==> config.mk <==
export PLATFORM = sky130hd
export DESIGN_NAME = stopwatch_counter
export DESIGN_NICKNAME = d
export VERILOG_FILES = /design/src/rtl/stopwatch_pkg.sv /design/src/rtl/ms_tick_gen.sv /design/src/rtl/stopwatch_counter.sv
export SDC_FILE = /design/constraint.sdc
export NUM_CORES = 1
export LEC_CHECK = 0
export CAP_MARGIN = 20
export CORE_MARGIN = 2
export CORE_UTILIZATION = 58
export DETAILED_ROUTE_END_ITERATION = 16
export HOLD_SLACK_MARGIN = 0.05
export PLACE_DENSITY = 0.79
export SLEW_MARGIN = 20
export SYNTH_ARGS = -nofsm -noshare
export SYNTH_HDL_FRONTEND = slang
export SYNTH_SLANG_ARGS = --single-unit
==> constraint.sdc <==
create_clock -name clk -period 2.35 [get_ports clk]
set_input_delay 0.47 -clock clk [delete_from_list [all_inputs] [get_ports clk]]
set_output_delay 0.47 -clock clk [all_outputs]
set_load 0.01 [all_outputs]
==> src/rtl/stopwatch_pkg.sv <==
// Shared types and constants for the stopwatch timekeeping core.
// Field widths, saturation limits and the blink half-period live here.
package stopwatch_pkg;

    typedef enum logic [1:0] {
        ST_IDLE    = 2'd0,
        ST_RUNNING = 2'd1,
        ST_LAP     = 2'd2,
        ST_PAUSED  = 2'd3
    } state_e;

    localparam int HR_W  = 4;
    localparam int MIN_W = 6;
    localparam int SEC_W = 6;
    localparam int MS_W  = 10;

    localparam logic [MS_W-1:0]  MS_MAX  = 10'd999;
    localparam logic [SEC_W-1:0] SEC_MAX = 6'd59;
    localparam logic [MIN_W-1:0] MIN_MAX = 6'd59;

    localparam int BLINK_HALF_MS = 250;
    localparam int BLINK_W       = 9;

    typedef struct packed {
        logic [HR_W-1:0]  hr;
        logic [MIN_W-1:0] min;
        logic [SEC_W-1:0] sec;
        logic [MS_W-1:0]  ms;
    } time_t;

endpackage

==> src/rtl/ms_tick_gen.sv <==
// Divides the system clock to a one-cycle tick every DIV cycles.
// Tick is combinational from the prescaler register; clr restarts the period.
module ms_tick_gen #(
    parameter int DIV = 50000
) (
    input  logic clk,
    input  logic rst_n,
    input  logic clr,
    output logic tick
);

    localparam int            CW   = $clog2(DIV);
    localparam logic [CW-1:0] LAST = CW'(DIV - 1);

    logic [CW-1:0] cnt_q, cnt_d;

    always_comb begin
        cnt_d = (cnt_q == LAST) ? '0 : cnt_q + 1'b1;
        if (clr) begin
            cnt_d = '0;
        end
    end

    always_ff @(posedge clk) begin
        if (!rst_n) begin
            cnt_q <= '0;
        end else begin
            cnt_q <= cnt_d;
        end
    end

    assign tick = (cnt_q == LAST);

endmodule

==> src/rtl/stopwatch_counter.sv <==
// Stopwatch core: ms prescaler, H:MM:SS.mmm cascade, lap snapshot and pause blink.
// Count updates on the tick edge; displayed fields, running and enable follow one edge later.
module stopwatch_counter
    import stopwatch_pkg::*;
#(
    parameter int CLK_HZ    = 50_000_000,
    parameter int HOURS_MAX = 9
) (
    input  logic        clk,
    input  logic        rst_n,
    input  logic        btn_start,
    input  logic        btn_lap,
    input  logic        btn_clear,
    output logic [3:0]  hours,
    output logic [5:0]  minutes,
    output logic [5:0]  seconds,
    output logic [9:0]  milliseconds,
    output logic        enable,
    output logic        overflow,
    output logic        running
);

    localparam int                 DIV         = CLK_HZ / 1000;
    localparam logic [HR_W-1:0]    HR_MAX      = HR_W'(HOURS_MAX);
    localparam logic [BLINK_W-1:0] BLINK_ON    = BLINK_W'(BLINK_HALF_MS);
    localparam logic [BLINK_W-1:0] BLINK_LAST  = BLINK_W'(2 * BLINK_HALF_MS - 1);

    state_e              state_q, state_d;
    logic [HR_W-1:0]     hr_q, hr_d;
    logic [MIN_W-1:0]    min_q, min_d;
    logic [SEC_W-1:0]    sec_q, sec_d;
    logic [MS_W-1:0]     ms_q, ms_d;
    time_t               snap_q, snap_d;
    logic [BLINK_W-1:0]  blink_q, blink_d;
    logic                ovf_q, ovf_d;

    logic tick, pre_clr, start_cmd, lap_cmd, counting, at_max, do_tick, saturate;

    assign start_cmd = btn_start & ~btn_clear;
    assign lap_cmd   = btn_lap & ~btn_start & ~btn_clear;
    assign counting  = (state_q == ST_RUNNING) || (state_q == ST_LAP);
    assign at_max    = (hr_q == HR_MAX) && (min_q == MIN_MAX) &&
                       (sec_q == SEC_MAX) && (ms_q == MS_MAX);
    assign do_tick   = tick & counting & ~btn_clear;
    assign saturate  = do_tick & at_max;
    assign pre_clr   = btn_clear | ((state_q == ST_IDLE) & btn_start);

    ms_tick_gen #(.DIV(DIV)) u_tick (
        .clk   (clk),
        .rst_n (rst_n),
        .clr   (pre_clr),
        .tick  (tick)
    );

    always_comb begin
        state_d = state_q;
        case (state_q)
            ST_IDLE:    if (start_cmd) state_d = ST_RUNNING;
            ST_RUNNING: if (start_cmd) state_d = ST_PAUSED;
                        else if (lap_cmd) state_d = ST_LAP;
            ST_LAP:     if (start_cmd) state_d = ST_PAUSED;
                        else if (lap_cmd) state_d = ST_RUNNING;
            ST_PAUSED:  if (start_cmd) state_d = ST_RUNNING;
            default:    state_d = ST_IDLE;
        endcase
        if (saturate)  state_d = ST_PAUSED;
        if (btn_clear) state_d = ST_IDLE;
    end

    // Binary cascade; at saturation the count simply holds.
    always_comb begin
        ms_d  = ms_q;
        sec_d = sec_q;
        min_d = min_q;
        hr_d  = hr_q;
        if (do_tick && !at_max) begin
            if (ms_q != MS_MAX) begin
                ms_d = ms_q + 10'd1;
            end else begin
                ms_d = '0;
                if (sec_q != SEC_MAX) begin
                    sec_d = sec_q + 6'd1;
                end else begin
                    sec_d = '0;
                    if (min_q != MIN_MAX) begin
                        min_d = min_q + 6'd1;
                    end else begin
                        min_d = '0;
                        hr_d  = hr_q + 4'd1;
                    end
                end
            end
        end
        if (btn_clear) begin
            ms_d  = '0;
            sec_d = '0;
            min_d = '0;
            hr_d  = '0;
        end
    end

    always_comb begin
        snap_d = snap_q;
        if ((state_q == ST_RUNNING) && lap_cmd) begin
            snap_d = '{hr: hr_q, min: min_q, sec: sec_q, ms: ms_q};
        end
        if (btn_clear) snap_d = '0;

        ovf_d = ovf_q | saturate;
        if (btn_clear) ovf_d = 1'b0;

        blink_d = blink_q;
        if ((state_q == ST_PAUSED) && tick) begin
            blink_d = (blink_q == BLINK_LAST) ? '0 : blink_q + 1'b1;
        end
        // Every entry into PAUSED starts the blink in its "on" half.
        if ((state_d == ST_PAUSED) && (state_q != ST_PAUSED)) blink_d = '0;
        if (btn_clear) blink_d = '0;
    end

    always_ff @(posedge clk) begin
        if (!rst_n) begin
            state_q <= ST_IDLE;
            hr_q    <= '0;
            min_q   <= '0;
            sec_q   <= '0;
            ms_q    <= '0;
            snap_q  <= '0;
            blink_q <= '0;
            ovf_q   <= 1'b0;
        end else begin
            state_q <= state_d;
            hr_q    <= hr_d;
            min_q   <= min_d;
            sec_q   <= sec_d;
            ms_q    <= ms_d;
            snap_q  <= snap_d;
            blink_q <= blink_d;
            ovf_q   <= ovf_d;
        end
    end

    assign overflow = ovf_q;

    always_ff @(posedge clk) begin
        if (!rst_n) begin
            hours        <= '0;
            minutes      <= '0;
            seconds      <= '0;
            milliseconds <= '0;
            enable       <= 1'b1;
            running      <= 1'b0;
        end else begin
            if (state_q == ST_LAP) begin
                hours        <= snap_q.hr;
                minutes      <= snap_q.min;
                seconds      <= snap_q.sec;
                milliseconds <= snap_q.ms;
            end else begin
                hours        <= hr_q;
                minutes      <= min_q;
                seconds      <= sec_q;
                milliseconds <= ms_q;
            end
            enable  <= (state_q != ST_PAUSED) || (blink_q < BLINK_ON);
            running <= counting;
        end
    end

endmodule
==> flow_summary.json <==
{
  "status": "complete, no violations",
  "insertion_delay_ns": 0.37,
  "ctsHoldBuffers": 0,
  "clkPwrFrac_pct": 35.1,
  "final_util_pct": 70.9,
  "port_buffers": 33,
  "gp_congestion": 0.851,
  "yosysUniqueCellTypes": 49,
  "critical_path.endpoint_type": "flip-flop",
  "cts_max_level": 3,
  "dieArea_um2": 8890,
  "r2r_slack_ns": 0.11,
  "async_reset_ff_share_pct": 0,
  "crit_start": "ms_q[0]$_SDFFE_PP0P_",
  "drive_above_1_share_pct": 9.66,
  "postRouteAntennaNets": 0,
  "slowest_stage": "or4_4",
  "min_period_over_period_pct": 95.2,
  "worstHoldPathCells": 2,
  "antenna_cells": 0,
  "antenna_found_initial": 0,
  "cts_tree": "built",
  "p_int_w": 0.00229,
  "syn_area_um2": 4730,
  "synth-seq-area-share_pct": 45.7,
  "num_vias": 3995,
  "post_synth.cell_area_avg_um2": 8.84,
  "synth.largest_area_cell": "dfxtp_1",
  "syn_nets": 551,
  "core_area_um2": 7810,
  "place_hpwl_um": 6880,
  "synth.area.top_cells": "dfxtp_1, nand2_1, mux2i_1",
  "power.leakage_nw": 1.82,
  "p_switching_w": 0.000744,
  "synthToLayoutAreaGrowth_pct": 17.1,
  "first_pass_iters": 5,
  "grt_overflow": 0,
  "synth-main-ff-cell": "dfxtp_1",
  "path_cells": "ha_1 -> nand2_1 -> or4_4 -> or3_4 -> o31ai_4 -> buf_12 -> nor3_1",
  "grt_max_degree": 29,
  "synth_top_area_share_pct": 45.7,
  "sw_frac_of_total_pct": 24.5,
  "irDropWorstVdd_uv": 359,
  "ys_warn_count": 0,
  "crit_type": "flip-flop to flip-flop",
  "nets": 601,
  "wl_um": 10200,
  "finalSetupViolCount": 0,
  "rows": 32,
  "holdWs_ns": 0.451,
  "worst-r2r-cell-count": 7,
  "start_util_pct": 60.6,
  "grt_pass1_wl_um": 16900,
  "drc": 0,
  "finClkSkew_ns": 0.0112,
  "fin_setup_tns_ns": 0,
  "hold_viol_final": 0,
  "r2r_start": "ms_q[0]$_SDFFE_PP0P_",
  "yosysMostFrequentCell": "dfxtp_1",
  "die_w_um": 94.3,
  "avgViaCountPerCell": 5.77,
  "die_h_um": 94.3,
  "grt_pass1_vias": 3674,
  "hp-class": "flip-flop to flip-flop",
  "synth_edf_count": 0,
  "ioPinCount": 34,
  "clockBufferDepth": 2,
  "rsz0062_at_grt": "no",
  "grt_use_total_pct": 23.9,
  "crit_family": "simple AND/OR/NAND/NOR gates",
  "clkSlewWorstSetupHoldPaths_ns": 0.10,
  "power_frac_comb_pct": 4.4,
  "initialDrtViolationCount": 191,
  "min_period_ns": 2.24,
  "clock_sinks": 108,
  "hp-start": "overflow$_SDFF_PP0_",
  "numCtsBuffers": 9,
  "drv_slew": 0,
  "cp_max_fo": 9,
  "wl_per_cell_um": 14.7,
  "maxCapViolCount": 0,
  "p_seq_share_pct": 60.5,
  "cp_num_buf_inv": 1,
  "powerDensity_nw_per_um2": 548,
  "max_freq_ghz": 0.447,
  "worstSetupStartpointType": "flip-flop",
  "worstPathArrival_ns": 2.48,
  "slew_headroom_pct": 63.9,
  "critPathRequiredTime_ns": 2.59,
  "r2r_end": "blink_q[5]$_SDFFE_PP0P_",
  "root_buffer": "clkbuf_8",
  "synth_cells": 535,
  "crit_path_max_incr_delay_ns": 0.55,
  "tightest_slew_ns": 0.542,
  "yosys-top-cells-count": "dfxtp_1, nand2_1, a21oi_1",
  "min_to": "overflow$_SDFF_PP0_",
  "synth.ff_latch_count": 108
}
==> metrics by stage <==
step	instance area, um^2	setup slack (ns)	cells	total power [W]
global route	5540	0.0164	692	0.00313
detailed placement	5320	0.0421	674	0.00200
floorplan	4730	0.217	535	0.00196
global placement	5320	0.127	674	0.00200
CTS	5510	0.0872	690	0.00305
finish	5540	0.113	692	0.00303
==> layout make-up <==
| cell class | count | area [um^2] |
|---|---|---|
| multi-input cells | 388 | 2430 |
| flip-flops and latches | 108 | 2160 |
| repair buffers | 65 | 583 |
| clock buffers | 9 | 124 |
| well taps | 102 | 128 |
| clock inverters | 7 | 58.8 |
| inverters | 13 | 48.8 |
| fillers | 586 | 2270 |
==> tightest hold or removal path, cell delays in order, from the launching register on <==
cell     delay [ns]
dfxtp_1        0.32
inv_1          0.04
a21oi_1        0.05
==> how the worst max path moves through the flow <==
stage                                         end  cells after the start
after CTS                 blink_q[5]$_SDFFE_PP0P_                      6
after floorplan           blink_q[3]$_SDFFE_PP0P_                      6
after global routing        sec_q[4]$_SDFFE_PP0P_                      8
after global placement      sec_q[2]$_SDFFE_PP0P_                      7
after detailed placement  blink_q[7]$_SDFFE_PP0P_                      7
final                     blink_q[5]$_SDFFE_PP0P_                      7
==> repair_timing <==
action	4_1_cts	5_1_grt
resized for setup	0	1
buffers inserted	0	2
endpoints found under the setup margin	0	9
endpoints found under the hold margin	0	0
==> power by group through the flow <==
| stage | clock network (W) | registers (W) | logic, W |
|---|---|---|---|
| global placement | 0 | 0.00188 | 0.000123 |
| finish | 0.00106 | 0.00184 | 0.000134 |
| floorplan | 0 | 0.00188 | 0.0000787 |
| detailed placement | 0 | 0.00188 | 0.000124 |
| global route | 0.00115 | 0.00184 | 0.000143 |
| CTS | 0.00109 | 0.00184 | 0.000126 |
==> routing by layer <==
metal	global-route usage [%]	vias to the layer above	routed length [um]
met5	0	-	0
met4	8.33	0	137
met3	5.06	14	583
met2	39.4	129	4950
met1	31.3	1881	4510
li1	-	1971	-
==> flip-flops by register name, summed over array words and instances (netlist names), 4 cells and up <==
register and flops:
hours 4, blink_q 9, milliseconds 10, hr_q 4, min_q 6, u_tick.cnt_q 16, minutes 6, snap_q 26
ms_q 10, seconds 6, sec_q 6
==> cells in the final DEF, fill, tap and decap left out, types with 4 or more instances in the layout <==
cell	count
dfxtp_1	108
nand2_1	78
a21oi_1	52
clkdlybuf4s50_1	33
buf_4	31
nor2b_1	30
nor2_1	30
mux2i_1	28
nand4_1	17
nand3_1	16
xor2_1	15
nor3_1	14
inv_1	13
o21ai_0	13
ha_1	11
or3_1	10
clkbuf_8	9
xnor2_1	8
and3_1	8
and4_1	6
o211ai_1	5
nor4_1	4
or4_1	4
==> cells by family after synthesis <==
kind of cell               share of synthesized area [%]
buffers and inverters                               3.23
xor gates and xnor gates                            4.26
muxes                                               5.93
DFF                                                 45.7
and+or+nand+nor                                     27.0
adders and majority gates                           2.91
AOI/OAI and AO/OA                                   11.0
Note: power is estimated with default switching activity, not from simulation.
